==> src/rtl/seg_rx_pkg.sv <==
// Shared constants and types for the seven-segment read-back decoder.
// Patterns are active-low, bit order {g,f,e,d,c,b,a}.
package seg_rx_pkg;

  localparam int unsigned SEG_W = 7;
  localparam int unsigned CNT_W = 8;

  localparam logic [6:0] SEG_PAT_0 = 7'b1000000;
  localparam logic [6:0] SEG_PAT_1 = 7'b1111001;
  localparam logic [6:0] SEG_PAT_2 = 7'b0100100;
  localparam logic [6:0] SEG_PAT_3 = 7'b0110000;
  localparam logic [6:0] SEG_PAT_4 = 7'b0011001;
  localparam logic [6:0] SEG_PAT_5 = 7'b0010010;
  localparam logic [6:0] SEG_PAT_6 = 7'b0000010;
  localparam logic [6:0] SEG_PAT_7 = 7'b1111000;
  localparam logic [6:0] SEG_PAT_8 = 7'b0000000;
  localparam logic [6:0] SEG_PAT_9 = 7'b0010000;

  localparam logic [6:0] SEG_BLANK = 7'h7F;

  typedef enum logic {
    IDLE   = 1'b0,
    LOCKED = 1'b1
  } state_t;

endpackage

==> src/rtl/seg7_to_bcd.sv <==
// Combinational decode of one active-low seven-segment pattern to a BCD digit.
// Non-digit patterns return digit 0 with is_digit low.
module seg7_to_bcd
  import seg_rx_pkg::*;
(
  input  logic [6:0] pattern,
  output logic [3:0] digit,
  output logic       is_digit
);

  // Table lookup against the ten legal patterns
  always_comb begin
    digit    = 4'd0;
    is_digit = 1'b1;
    case (pattern)
      SEG_PAT_0: digit = 4'd0;
      SEG_PAT_1: digit = 4'd1;
      SEG_PAT_2: digit = 4'd2;
      SEG_PAT_3: digit = 4'd3;
      SEG_PAT_4: digit = 4'd4;
      SEG_PAT_5: digit = 4'd5;
      SEG_PAT_6: digit = 4'd6;
      SEG_PAT_7: digit = 4'd7;
      SEG_PAT_8: digit = 4'd8;
      SEG_PAT_9: digit = 4'd9;
      default:   is_digit = 1'b0;
    endcase
  end

endmodule

==> src/rtl/seg_rx_decoder.sv <==
// Read-back decoder for the two-digit seven-segment seconds display.
// Filters glitches with a stability window, decodes accepted pairs to 0..99,
// flags illegal patterns and checks successive values against counting rules.
// Optional macro SEG_STEP_CHECK_EN enables the step_err comparator; without it
// step_err is tied low and only the 99->0 wrap is detected.
module seg_rx_decoder #(
  parameter int unsigned STABLE_CYCLES = 4
) (
  input  logic       clk,
  input  logic       clear,
  input  logic       en,
  input  logic [6:0] seg1,
  input  logic [6:0] seg0,
  output logic [6:0] value,
  output logic       valid,
  output logic       blank,
  output logic       bad_pattern,
  output logic       wrap,
  output logic       step_err
);

  import seg_rx_pkg::*;

  localparam logic [7:0] STABLE_CNT = 8'(STABLE_CYCLES);

  logic [13:0] sreg;
  logic [7:0]  cnt;
  state_t      state;

  logic [13:0] pins_c;
  logic        load_c;
  logic        accept_c;
  logic        blank_pair_c;
  logic        legal_c;
  logic [6:0]  new_val_c;
  logic [3:0]  hi_digit;
  logic [3:0]  lo_digit;
  logic        hi_ok;
  logic        lo_ok;

  // Decode the held sample; an accepted pair always equals sreg
  seg7_to_bcd u_tens (
    .pattern  (sreg[13:7]),
    .digit    (hi_digit),
    .is_digit (hi_ok)
  );

  seg7_to_bcd u_units (
    .pattern  (sreg[6:0]),
    .digit    (lo_digit),
    .is_digit (lo_ok)
  );

  // Stability window compare and pair classification
  always_comb begin
    pins_c       = {seg1, seg0};
    load_c       = (cnt == 8'd0) || (pins_c != sreg);
    accept_c     = !load_c && ((cnt + 8'd1) == STABLE_CNT);
    blank_pair_c = (sreg == {SEG_BLANK, SEG_BLANK});
    legal_c      = hi_ok && lo_ok;
    new_val_c    = 7'(hi_digit) * 7'd10 + 7'(lo_digit);
  end

`ifdef SEG_STEP_CHECK_EN
  logic [6:0] prev_inc_c;
  logic       step_ok_c;

  // Legal successors of the held value: repeat, +1, or clear to zero
  always_comb begin
    prev_inc_c = value + 7'd1;
    step_ok_c  = (new_val_c == value) || (new_val_c == prev_inc_c) ||
                 (new_val_c == 7'd0);
  end
`endif

  // Filter, FSM and registered outputs
  always_ff @(posedge clk or posedge clear) begin
    if (clear) begin
      sreg        <= 14'h3FFF;
      cnt         <= 8'd0;
      state       <= IDLE;
      value       <= 7'd0;
      valid       <= 1'b0;
      blank       <= 1'b0;
      bad_pattern <= 1'b0;
      wrap        <= 1'b0;
      step_err    <= 1'b0;
    end else begin
      bad_pattern <= 1'b0;
      wrap        <= 1'b0;
      step_err    <= 1'b0;
      if (!en) begin
        state <= IDLE;
        cnt   <= 8'd0;
        valid <= 1'b0;
        blank <= 1'b0;
      end else begin
        if (load_c) begin
          sreg <= pins_c;
          cnt  <= 8'd1;
        end else if (cnt != STABLE_CNT) begin
          cnt <= cnt + 8'd1;
        end

        if (accept_c) begin
          if (blank_pair_c) begin
            blank <= 1'b1;
            valid <= 1'b0;
            state <= IDLE;
          end else if (legal_c) begin
            if (state == LOCKED) begin
              if ((value == 7'd99) && (new_val_c == 7'd0)) begin
                wrap <= 1'b1;
              end
`ifdef SEG_STEP_CHECK_EN
              else if (!step_ok_c) begin
                step_err <= 1'b1;
              end
`endif
            end
            value <= new_val_c;
            valid <= 1'b1;
            blank <= 1'b0;
            state <= LOCKED;
          end else begin
            bad_pattern <= 1'b1;
            valid       <= 1'b0;
            blank       <= 1'b0;
            state       <= IDLE;
          end
        end
      end
    end
  end

endmodule

==> config.mk <==
export PLATFORM = sky130hd
export DESIGN_NAME = seg_rx_decoder
export DESIGN_NICKNAME = d
export VERILOG_FILES = /design/src/rtl/seg_rx_pkg.sv /design/src/rtl/seg7_to_bcd.sv /design/src/rtl/seg_rx_decoder.sv
export SDC_FILE = /design/constraint.sdc
export NUM_CORES = 1
export LEC_CHECK = 0
export ABC_AREA = 1
export BUFFER_PORTS_ARGS = -buffer_cell sky130_fd_sc_hd__buf_2
export CAP_MARGIN = 20
export CORE_MARGIN = 2
export CORE_UTILIZATION = 50
export DETAILED_ROUTE_END_ITERATION = 16
export HOLD_SLACK_MARGIN = 0.12
export PLACE_DENSITY = 0.67
export SLEW_MARGIN = 30
export SYNTH_ARGS = -nofsm -noshare
export SYNTH_HDL_FRONTEND = slang
export SYNTH_HIERARCHICAL = 1
export SYNTH_SLANG_ARGS = --single-unit
==> constraint.sdc <==
create_clock -name clk -period 4.6 [get_ports clk]
set_clock_uncertainty 0.05 [all_clocks]
set_input_delay 0.92 -clock clk [delete_from_list [all_inputs] [get_ports clk]]
set_output_delay 0.92 -clock clk [all_outputs]
set_load 0.03 [all_outputs]
==> impl_metrics.tcl <==
set metrics [dict create \
    cts_buffer_count 5 \
    timing.max_slew.rel_slack 0.410 \
    drc_errors 0 \
    die_width_um 79 \
    post_cts_sizing_count 0 \
    initial_utilization 0.514 \
    net_count_after_synthesis 462 \
    r2r_setup_slack_ns 1.66 \
    tritoncts_clock_tree "done" \
    port_buffers 27 \
    setup_tns_ns 0 \
    cp_top_family "adder cells" \
    detail_route.first_pass.iterations 4 \
    grt_first_pass_wirelength_um 10300 \
    layout-drive-gt1-share 0.209 \
    fp.coreArea_um2 5470 \
    post_synth.cell_area_avg_um2 6.50 \
    finalNonFillerCells 536 \
    yosys_warnings 6 \
    layout.area.seq_um2 843 \
    worst_path_largest_cell_delay_ns 0.60 \
    fmaxAchievable_mhz 340 \
    cts.reportedPaths.clkPinSlew_ns 0.07 \
    areaGrowthSynthToFinish_pct 10.6 \
    floorplan.die_area_um2 6240 \
    timing.critical_path.to_type "flop" \
    cts-hold-fix-buffers 0 \
    insertion_delay_ns 0.29 \
    share_of_the_clock_period_used_by_the_worst_path_after_layout 0.639 \
    dp.cells 528 \
    clock_path_buffers 2 \
    hold_viol 0 \
    routed-via-count 2556 \
    ioPinCount 29 \
    stdcell_area_um2 3110 \
    placed_cell_area_um2 3010 \
    post_synthesis_cells 433 \
    cp_num_buf_inv 3 \
    root_buffer "sky130_fd_sc_hd__clkbuf_8" \
    critical_path.cell_chain "inv_1 > nand2_1 > nor2_1 > nand2_1 > nand2_2 > inv_1 > nand3_1 > ha_1 > ha_1 > fa_1 > nand2_1 > inv_1 > nand4_1 > nand2_1 > xor2_1 > nand3b_1 > nor2_1" \
    grt_start_max_net_pins 34 \
    min_path_type "flop to flop" \
    cts.sink_count 33 \
    ir_drop_mv 0.117 \
    grtUsageTotal 0.205 \
    finalSetupViolCount 0 \
    layout_min_cycle_time_ns 2.94 \
    finish.net_count 492 \
    synthDistinctLibCells 33 \
    outcome "finished clean" \
    place_congestion 0.847 \
    tightest_slew_ns 0.883 \
    first_global_vias 2436 \
    route.detailed.vias_per_inst 4.77 \
    critical-path-slowest-cell "sky130_fd_sc_hd__dfstp_2" \
    diodes 0 \
    cts_post_setup_buffers_inserted 0 \
    syn_area_um2 2810 \
    cts-htree-levels 2 \
    rsz_0062_raised_after_global_routing "false" \
    sequential_cell_area_fraction_in_the_yosys_report 0.300 \
    yosys_register_bits 33 \
    per_cell_routed_wire_length_um 10.7 \
    final_antenna_net_count 0 \
    grt-ovfl-total 0 \
    multi_input_area_um2 1650 \
    fillers 563 \
    critical_path.max_fanout 8 \
    worst-endpoint-required_ns 4.72 \
    critPathKind "flop to flop" \
    grt_antenna_before_repair 0 \
    routed_wl_um 5710 \
    cpMostUsedCell "sky130_fd_sc_hd__nand2_1" \
    placementRows 27 \
    die_y_um 79 \
    hpwlAfterDp_um 4540 \
    crit_arrival_ns 3.06 \
    drtIter0Drc 91 \
    final_slew_viol_count 0 \
    critical_path.startpoint_type "flop" \
    p_leak_nw 1.71 \
    max_cap_violations 0 \
    cellPowerDensity_nw_per_um2 240 \
]
## layer usage
layer / vias up / part of all wire / track usage / wire length, um
met2: 40 / 0.47 / 0.360 / 2710
met3: 7 / 0.026 / 0.0261 / 150
met1: 1130 / 0.49 / 0.255 / 2780
met5: - / 0 / 0 / 0
li1: 1379 / - / - / -
met4: 0 / 0.013 / 0.0828 / 77
## worst paths after layout
kind | startpoint | endpoint | cells past startpoint
min in group asynchronous | clear | cnt[3]$_DFFE_PP0P_ | 3
worst max register to register | sreg[11]$_DFFE_PP1P_ | wrap$_DFF_PP0_ | 17
worst min-delay path | value[2]$_DFFE_PP0P_ | value[2]$_DFFE_PP0P_ | 2
worst max-delay path | sreg[11]$_DFFE_PP1P_ | wrap$_DFF_PP0_ | 17
max in group asynchronous | clear | sreg[10]$_DFFE_PP1P_ | 3
worst min register to register | value[2]$_DFFE_PP0P_ | value[2]$_DFFE_PP0P_ | 2
## power by group
group	internal, mW	switching [mW]	total (mW)
Combinational	0.0506	0.0880	0.139
Sequential	0.311	0.0239	0.335
Clock	0.160	0.112	0.272
## sequential cells by signal, summed over array words and instances (netlist names)
register,flops
bad_pattern,1
value,7
cnt,8
blank,1
state,1
sreg,14
wrap,1
## synthesized netlist by cell type
master                     number  area, um^2
sky130_fd_sc_hd__nand2_2        9        56.3
sky130_fd_sc_hd__nand4_4        1        21.3
sky130_fd_sc_hd__fa_1           2        40.0
sky130_fd_sc_hd__nor2_1        49         184
sky130_fd_sc_hd__o21bai_1       1        7.51
sky130_fd_sc_hd__nor3b_1        1        7.51
sky130_fd_sc_hd__nand3b_1       1        7.51
sky130_fd_sc_hd__o21ai_0        6        30.0
sky130_fd_sc_hd__nand4_1       15        93.8
sky130_fd_sc_hd__ha_1          10         125
sky130_fd_sc_hd__a21oi_1        5        25.0
sky130_fd_sc_hd__xnor2_1        3        26.3
sky130_fd_sc_hd__nor3_1         2        10.0
sky130_fd_sc_hd__buf_2          2        10.0
sky130_fd_sc_hd__nand3_2        7        70.1
sky130_fd_sc_hd__xor2_1         4        35.0
sky130_fd_sc_hd__inv_2         11        41.3
sky130_fd_sc_hd__dfstp_2       14         368
sky130_fd_sc_hd__buf_6          2        22.5
sky130_fd_sc_hd__nand3_1       20         100
sky130_fd_sc_hd__nand3_4        1        17.5
sky130_fd_sc_hd__nor2_4         3        33.8
sky130_fd_sc_hd__inv_1         63         236
sky130_fd_sc_hd__nor2_8         1        20.0
sky130_fd_sc_hd__nor3_2         2        20.0
sky130_fd_sc_hd__nand2_1      153         574
sky130_fd_sc_hd__nand2_4        1        11.3
sky130_fd_sc_hd__nor2_2        11        68.8
sky130_fd_sc_hd__or2_2          2        12.5
sky130_fd_sc_hd__conb_1         1        3.75
sky130_fd_sc_hd__dfrtp_1       19         475
sky130_fd_sc_hd__o21ai_1       10        50.1
sky130_fd_sc_hd__buf_4          1        7.51
## kinds of logic (layout without fill, tap and decap cells)
kind of cell | after synthesis | after routing | synth area share
adders and majority gates | 12 | 12 | 0.0587
other | 1 | 1 | 0.00133
AOI/OAI and AO/OA | 22 | 22 | 0.0400
xor gates and xnor gates | 7 | 7 | 0.0218
buffers and inverters | 79 | 110 | 0.113
DFF | 33 | 33 | 0.300
and+or+nand+nor | 279 | 279 | 0.465
## cells in the final DEF (no fill, tap or decap), types with 2 or more instances in the layout
cell	instances
sky130_fd_sc_hd__clkbuf_8	5
sky130_fd_sc_hd__nand2_1	153
sky130_fd_sc_hd__nor2_2	11
sky130_fd_sc_hd__nor2_4	3
sky130_fd_sc_hd__ha_1	10
sky130_fd_sc_hd__a21oi_1	5
sky130_fd_sc_hd__o21ai_0	6
sky130_fd_sc_hd__dfrtp_1	19
sky130_fd_sc_hd__nand3_1	20
sky130_fd_sc_hd__inv_2	11
sky130_fd_sc_hd__o21ai_1	10
sky130_fd_sc_hd__nand3_2	7
sky130_fd_sc_hd__dfstp_2	14
sky130_fd_sc_hd__buf_2	27
sky130_fd_sc_hd__or2_2	2
sky130_fd_sc_hd__xor2_1	4
sky130_fd_sc_hd__nor2_1	49
sky130_fd_sc_hd__xnor2_1	3
sky130_fd_sc_hd__fa_1	2
sky130_fd_sc_hd__nand4_1	15
sky130_fd_sc_hd__nor3_2	2
sky130_fd_sc_hd__nand2_2	9
sky130_fd_sc_hd__nor3_1	2
sky130_fd_sc_hd__inv_1	63
## worst register-to-register path, delay by kind of cell (launching register included)
kind / cells / cell delay [ns]
xor+xnor: 1 / 0.17
flops: 1 / 0.60
buf+inv: 3 / 0.23
simple gates: 10 / 0.74
fa+ha+maj: 3 / 1.05
## per-stage QoR
| stage | power [mW] | setup slack [ns] | hold slack (ns) | util |
|---|---|---|---|---|
| final | 0.745 | 1.66 | 0.446 | 0.569 |
| after global routing | 0.792 | 1.42 | 0.478 | 0.569 |
| after CTS | 0.755 | 1.67 | 0.453 | 0.569 |
| after detailed placement | 0.479 | 1.68 | 0.436 | 0.549 |
| after global placement | 0.476 | 1.77 | 0.428 | 0.549 |
| after floorplan | 0.446 | 1.87 | 0.429 | - |
## layout make-up
type,count,area share
Inverter,74,0.0893
Tap cell,72,0.0290
Timing Repair Buffer,28,0.0458
Multi-Input combinational cell,321,0.531
Clock inverter,2,0.0109
Clock buffer,6,0.0233
Sequential cell,33,0.271
No activity file was read; power rests on OpenSTA's default activity.
